[src/rtl/mod_barrett_pipe.sv]
// Pipelined Barrett reducer r = a mod q with a run-time loadable modulus.
// mu = floor(2^(2*MOD_W)/q) comes from a bit-serial restoring divider run on each load.
module mod_barrett_pipe #(
   parameter int MOD_W  = 16,
   parameter int DATA_W = 32
) (
   input  logic              clk_i,
   input  logic              rst_ni,
   input  logic              cfg_valid_i,
   output logic              cfg_ready_o,
   input  logic [MOD_W-1:0]  cfg_q_i,
   output logic              cfg_err_o,
   output logic              busy_o,
   output logic              mod_ok_o,
   input  logic              in_valid_i,
   output logic              in_ready_o,
   input  logic [DATA_W-1:0] in_a_i,
   output logic              out_valid_o,
   input  logic              out_ready_i,
   output logic [MOD_W-1:0]  out_r_o
);

   localparam int T_W   = MOD_W + 2;
   localparam int PX_W  = 2*MOD_W + ((DATA_W > T_W) ? DATA_W : T_W);
   localparam int CNT_W = $clog2(2*MOD_W + 1);
   localparam logic [CNT_W-1:0] CNT_TOP = CNT_W'(2*MOD_W);

   localparam logic [1:0] NOMOD = 2'd0;
   localparam logic [1:0] CALC  = 2'd1;
   localparam logic [1:0] RUN   = 2'd2;

   if (DATA_W > 2*MOD_W) begin : g_bad_width
      $error("mod_barrett_pipe: DATA_W must not exceed 2*MOD_W");
   end

   // t < 3q < 2^T_W, so two conditional subtractions finish the reduction
   function automatic logic [MOD_W-1:0] fold(input logic [T_W-1:0] t,
                                             input logic [MOD_W-1:0] q);
      logic [T_W-1:0] qe;
      logic [T_W-1:0] r;
      qe = {2'b00, q};
      r  = t;
      if (r >= qe) r = r - qe;
      if (r >= qe) r = r - qe;
      return r[MOD_W-1:0];
   endfunction

   logic [1:0]         state;
   logic               cfg_err;
   logic [MOD_W-1:0]   div_q;
   logic [MOD_W-1:0]   q_r;
   logic [2*MOD_W-1:0] mu_r;
   logic [MOD_W-1:0]   rem;
   logic [2*MOD_W-2:0] quot;
   logic [CNT_W-1:0]   cnt;
   logic [MOD_W:0]     rem_sh;
   logic               rem_ge;
   logic [MOD_W-1:0]   rem_sub;

   logic               vld_p0, vld_p1, vld_p2;
   logic               en, pipe_empty;
   logic [DATA_W-1:0]  a_p0;
   logic [T_W-1:0]     a_p1, qhat_p1, t_p2;
   logic [PX_W-1:0]    prod;
   logic               unused_bits;

   // numerator is 2^(2*MOD_W): its only set bit is the first one shifted in
   assign rem_sh  = {rem, (cnt == CNT_TOP)};
   assign rem_ge  = (rem_sh >= {1'b0, div_q});
   assign rem_sub = rem_sh[MOD_W-1:0] - div_q;

   assign en          = !out_valid_o || out_ready_i;
   assign pipe_empty  = !(vld_p0 || vld_p1 || vld_p2 || out_valid_o);
   assign cfg_ready_o = (state != CALC) && pipe_empty;
   assign in_ready_o  = (state == RUN) && en;
   assign busy_o      = (state == CALC);
   assign mod_ok_o    = (state == RUN);
   assign cfg_err_o   = cfg_err;

   assign prod        = PX_W'(a_p0) * PX_W'(mu_r);
   assign unused_bits = ^prod;

   always_ff @(posedge clk_i or negedge rst_ni) begin
      if (!rst_ni) begin
         state   <= NOMOD;
         cfg_err <= 1'b0;
         div_q   <= '0;
         q_r     <= '0;
         mu_r    <= '0;
         rem     <= '0;
         quot    <= '0;
         cnt     <= '0;
      end else if (cfg_valid_i && cfg_ready_o) begin
         if (cfg_q_i < MOD_W'(2)) begin
            state   <= NOMOD;
            cfg_err <= 1'b1;
         end else begin
            state   <= CALC;
            cfg_err <= 1'b0;
            div_q   <= cfg_q_i;
            rem     <= '0;
            quot    <= '0;
            cnt     <= CNT_TOP;
         end
      end else if (state == CALC) begin
         rem  <= rem_ge ? rem_sub : rem_sh[MOD_W-1:0];
         quot <= {quot[2*MOD_W-3:0], rem_ge};
         cnt  <= cnt - 1'b1;
         // datapath q switches together with mu so in-flight operands keep a consistent pair
         if (cnt == '0) begin
            mu_r  <= {quot, rem_ge};
            q_r   <= div_q;
            state <= RUN;
         end
      end
   end

   // stage 1 captures a, stage 2 holds qhat, stage 3 holds t, output holds r
   always_ff @(posedge clk_i) begin
      if (en) begin
         a_p0    <= in_a_i;
         a_p1    <= T_W'(a_p0);
         qhat_p1 <= prod[2*MOD_W +: T_W];
         t_p2    <= a_p1 - qhat_p1 * {2'b00, q_r};
      end
   end

   always_ff @(posedge clk_i or negedge rst_ni) begin
      if (!rst_ni) begin
         vld_p0      <= 1'b0;
         vld_p1      <= 1'b0;
         vld_p2      <= 1'b0;
         out_valid_o <= 1'b0;
         out_r_o     <= '0;
      end else if (en) begin
         vld_p0      <= in_valid_i && in_ready_o;
         vld_p1      <= vld_p0;
         vld_p2      <= vld_p1;
         out_valid_o <= vld_p2;
         out_r_o     <= fold(t_p2, q_r);
      end
   end

endmodule

[config.mk]
export PLATFORM = sky130hd
export DESIGN_NAME = mod_barrett_pipe
export DESIGN_NICKNAME = d
export VERILOG_FILES = /design/src/rtl/mod_barrett_pipe.sv
export SDC_FILE = /design/constraint.sdc
export NUM_CORES = 2
export LEC_CHECK = 0
export CORE_MARGIN = 8
export CORE_UTILIZATION = 35
export DETAILED_ROUTE_END_ITERATION = 7
export GPL_ROUTABILITY_DRIVEN = 0
export PLACE_DENSITY = 0.58
export SYNTH_ARGS = -nofsm -noshare
export SYNTH_HDL_FRONTEND = slang
export SYNTH_SLANG_ARGS = --single-unit
[constraint.sdc]
create_clock -name clk_i -period 8.9 [get_ports clk_i]
set_clock_uncertainty 0.1 [all_clocks]
set_input_delay 2.225 -clock clk_i [delete_from_list [all_inputs] [get_ports clk_i]]
set_output_delay 2.225 -clock clk_i [all_outputs]
set_load 0.02 [all_outputs]
==> impl_metrics.json <==
{
  "grt_use_total_pct": 17.2,
  "avgRoutedWirePerCell_um": 18.5,
  "post-cts-setup-buffers": 0,
  "cp-end-kind": "register",
  "start_util_pct": 35.2,
  "grt_max_degree": 75,
  "dr.first_iter.drc_count": 1826,
  "path_common_cell": "fa_1",
  "syn_inst": 4673,
  "regToRegSetupSlack_ns": 0.42,
  "cp_cell_sequence": "buf_4, and2_1, fa_1, fa_1, fa_1, inv_1, fa_1, inv_1, fa_1, fa_1, fa_1, fa_1, ha_1, or4_1, a221oi_2, o21ai_1, a311oi_2, o31ai_1, a32o_2, a21oi_4, o21ai_2, o41ai_4, o21bai_1, xnor2_1",
  "path_buf_inv": 3,
  "crit_required_ns": 9.10,
  "via_per_inst": 4.82,
  "grt_overflow": 0,
  "synth_nets": 5949,
  "cp-start-kind": "register",
  "min_to": "out_r_o[1]$_DFFE_PN0N_",
  "synthFlopType": "dfrtp_1",
  "wl_um": 116000,
  "cts_buffers": 27,
  "syn_avg_cell_area_um2": 9.46,
  "drc": 0,
  "drtPass1Iterations": 6,
  "period_share_pct": 95.2,
  "ys_warn_count": 0,
  "vias": 30300,
  "cts_sinks": 226,
  "muxShareOfSynthArea_pct": 0.784,
  "cts_max_level": 1,
  "yosys.area_share.simple_pct": 17.4,
  "ant_nets": 0,
  "die_w_um": 371,
  "async_flop_share_pct": 61.9,
  "reg2reg_depth": 24,
  "slew_viol_final": 0,
  "path_delay_family": "adder cells",
  "worstHoldStart": "out_r_o[1]$_DFFE_PN0N_",
  "core_area_um2": 125000,
  "synth_edf_count": 86,
  "hold_depth": 2,
  "slowest_stage": "dfrtp_1",
  "first_global_vias": 32800,
  "fin_tns_setup_ns": 0,
  "slowest_delay_ns": 0.80,
  "cts_root_buf": "clkbuf_16",
  "io_pins": 75,
  "cp_max_fo": 18,
  "die_h_um": 371,
  "cts_resized": 0,
  "status": "finished clean",
  "arrival_ns": 8.67,
  "die_area_um2": 138000,
  "path_clk_slew_ns": 0.06,
  "crit_type": "register to register",
  "antenna_found_initial": 1,
  "clk_latency_ns": 0.58,
  "drive_gt1_share_pct": 3.45,
  "synth-xor-area-share_pct": 2.54,
  "yosysSeqAreaShare_pct": 13.8,
  "hpwlAfterDp_um": 93200,
  "relSlewSlack_pct": 34.7,
  "rsz0062_at_grt": "no",
  "ys_types": 66,
  "maxCapViolCount": 0,
  "syn-cell-area_um2": 44200,
  "ctsHoldBuffers": 0,
  "ys_ff_latch": 226,
  "period_needed_ns": 8.48,
  "synthAdderAreaFrac_pct": 50.5,
  "clockBufferDepth": 3,
  "synth_compound_area_share_pct": 4.71,
  "hold_viol_final": 0,
  "tightest_slew_ns": 0.979,
  "tritoncts": "done",
  "setup_viol": 0,
  "timing.fmax_mhz": 118,
  "min_path_type": "register to register",
  "cp-startpoint": "mu_r[6]$_DFFE_PN0P_",
  "r2r_end": "qhat_p1[17]$_DFFE_PN_",
  "synth_top_family_by_area": "adder cells",
  "areaGrowthSynthToFinish_pct": 7.88,
  "grt_pass1_wl_um": 188000,
  "nNetsFinal": 5896,
  "port_buffers": 74,
  "row_count": 130,
  "rr_startpoint": "mu_r[6]$_DFFE_PN0P_"
}
==> cell type report <==
class	instances	area, µm²
Sequential cell	226	6090
Clock inverter	16	145
Timing Repair Buffer	162	1410
Clock buffer	34	753
Tap cell	1650	2060
Antenna cell	1	2.50
Inverter	958	3600
Multi-Input combinational cell	3245	33600
Fill cell	12500	77700
==> kinds of logic (layout without fill, tap and decap cells) <==
group                      Yosys count  in the layout
buffers and inverters             1202           1170
adders and majority gates         1223           1223
muxes                               34             34
xor gates and xnor gates           128            128
and+or+nand+nor                   1532           1532
DFF                                226            226
other                                0              1
AOI/OAI and AO/OA                  328            328
==> synth_stat cells (all sizes together) (6+ instances only) <==
| cell type | instances | area (µm²) |
|---|---|---|
| o21a | 15 | 113 |
| nor2b | 13 | 81.3 |
| a21oi | 71 | 370 |
| ha | 287 | 3590 |
| dfrtp | 140 | 3500 |
| a211oi | 7 | 57.6 |
| a21o | 38 | 285 |
| and3 | 9 | 56.3 |
| edfxtp | 86 | 2580 |
| nand3 | 16 | 80.1 |
| nor4 | 7 | 43.8 |
| o21ai | 121 | 613 |
| o41ai | 6 | 90.1 |
| nor3 | 21 | 105 |
| o21bai | 13 | 97.6 |
| nand2b | 12 | 75.1 |
| clkbuf | 234 | 878 |
| and2 | 661 | 4140 |
| xor2 | 30 | 263 |
| nor2 | 60 | 225 |
| o22ai | 7 | 43.8 |
| xnor2 | 98 | 858 |
| fa | 936 | 18700 |
| or4 | 6 | 45.0 |
| nand2 | 691 | 2590 |
| a31oi | 10 | 62.6 |
| nand4 | 17 | 106 |
| inv | 958 | 3600 |
| buf | 10 | 48.8 |
| mux2i | 29 | 290 |
==> stage by stage <==
stage	instance area, µm²	util (%)	setup WS (ns)	cells	hold WS [ns]
after floorplan	44200	-	1.34	4673	0.345
after global placement	46800	37.3	0.686	6240	0.363
after detailed placement	46800	37.3	0.399	6240	0.368
after CTS	47700	38.0	0.373	6290	0.390
after global routing	47700	38.0	0.0283	6291	0.414
final	47700	38.0	0.425	6292	0.377
==> worst register-to-register path, cell delays in order (launching register included) <==
cell      delay [ns]
dfrtp_1         0.80
buf_4           0.37
and2_1          0.19
fa_1            0.45
fa_1            0.49
fa_1            0.54
inv_1           0.05
fa_1            0.47
inv_1           0.05
fa_1            0.48
fa_1            0.56
fa_1            0.43
fa_1            0.44
ha_1            0.22
or4_1           0.42
a221oi_2        0.20
o21ai_1         0.11
a311oi_2        0.43
o31ai_1         0.17
a32o_2          0.38
a21oi_4         0.21
o21ai_2         0.13
o41ai_4         0.27
o21bai_1        0.12
xnor2_1         0.14
==> cell usage in the layout, fill, tap and decap left out, types with 7 or more instances in the layout <==
| cell | n |
|---|---|
| nand2_1 | 691 |
| clkbuf_16 | 28 |
| nand3_1 | 16 |
| o21bai_1 | 13 |
| inv_1 | 957 |
| o21a_1 | 15 |
| a21oi_1 | 69 |
| xnor2_1 | 98 |
| fa_1 | 936 |
| buf_4 | 87 |
| nor3_1 | 21 |
| edfxtp_1 | 86 |
| o22ai_1 | 7 |
| ha_1 | 287 |
| dfrtp_1 | 140 |
| nand4_1 | 17 |
| clkdlybuf4s50_1 | 73 |
| and3_1 | 9 |
| a31oi_1 | 9 |
| mux2i_1 | 29 |
| a21o_1 | 38 |
| nor2b_1 | 13 |
| nand2b_1 | 11 |
| xor2_1 | 30 |
| nor2_1 | 60 |
| and2_1 | 661 |
| o21ai_0 | 118 |
==> sequential cells by signal (all words and copies together), names as in the netlist, 18 cells and up <==
signal   flops
quot        31
a_p0        32
mu_r        32
a_p1        18
qhat_p1     18
t_p2        18
==> worst max-delay path by stage <==
stage                                 end  cells past startpoint
CTS                 qhat_p1[17]$_DFFE_PN_                     25
detailed placement  qhat_p1[17]$_DFFE_PN_                     25
floorplan           qhat_p1[11]$_DFFE_PN_                     26
global placement    qhat_p1[17]$_DFFE_PN_                     25
global route        qhat_p1[17]$_DFFE_PN_                     24
finish              qhat_p1[17]$_DFFE_PN_                     24
==> layer usage <==
metal,wire length (µm),global-route usage [%],vias to the layer above
li1,-,-,13800
met1,53400,24.4,15700
met2,54300,28.2,719
met3,6120,2.09,119
met4,2620,3.69,0
met5,0,0,-
Power is left out: the tool's default activity adds up to more than one toggle a clock period on the data nets, which glitch-free logic cannot reach.
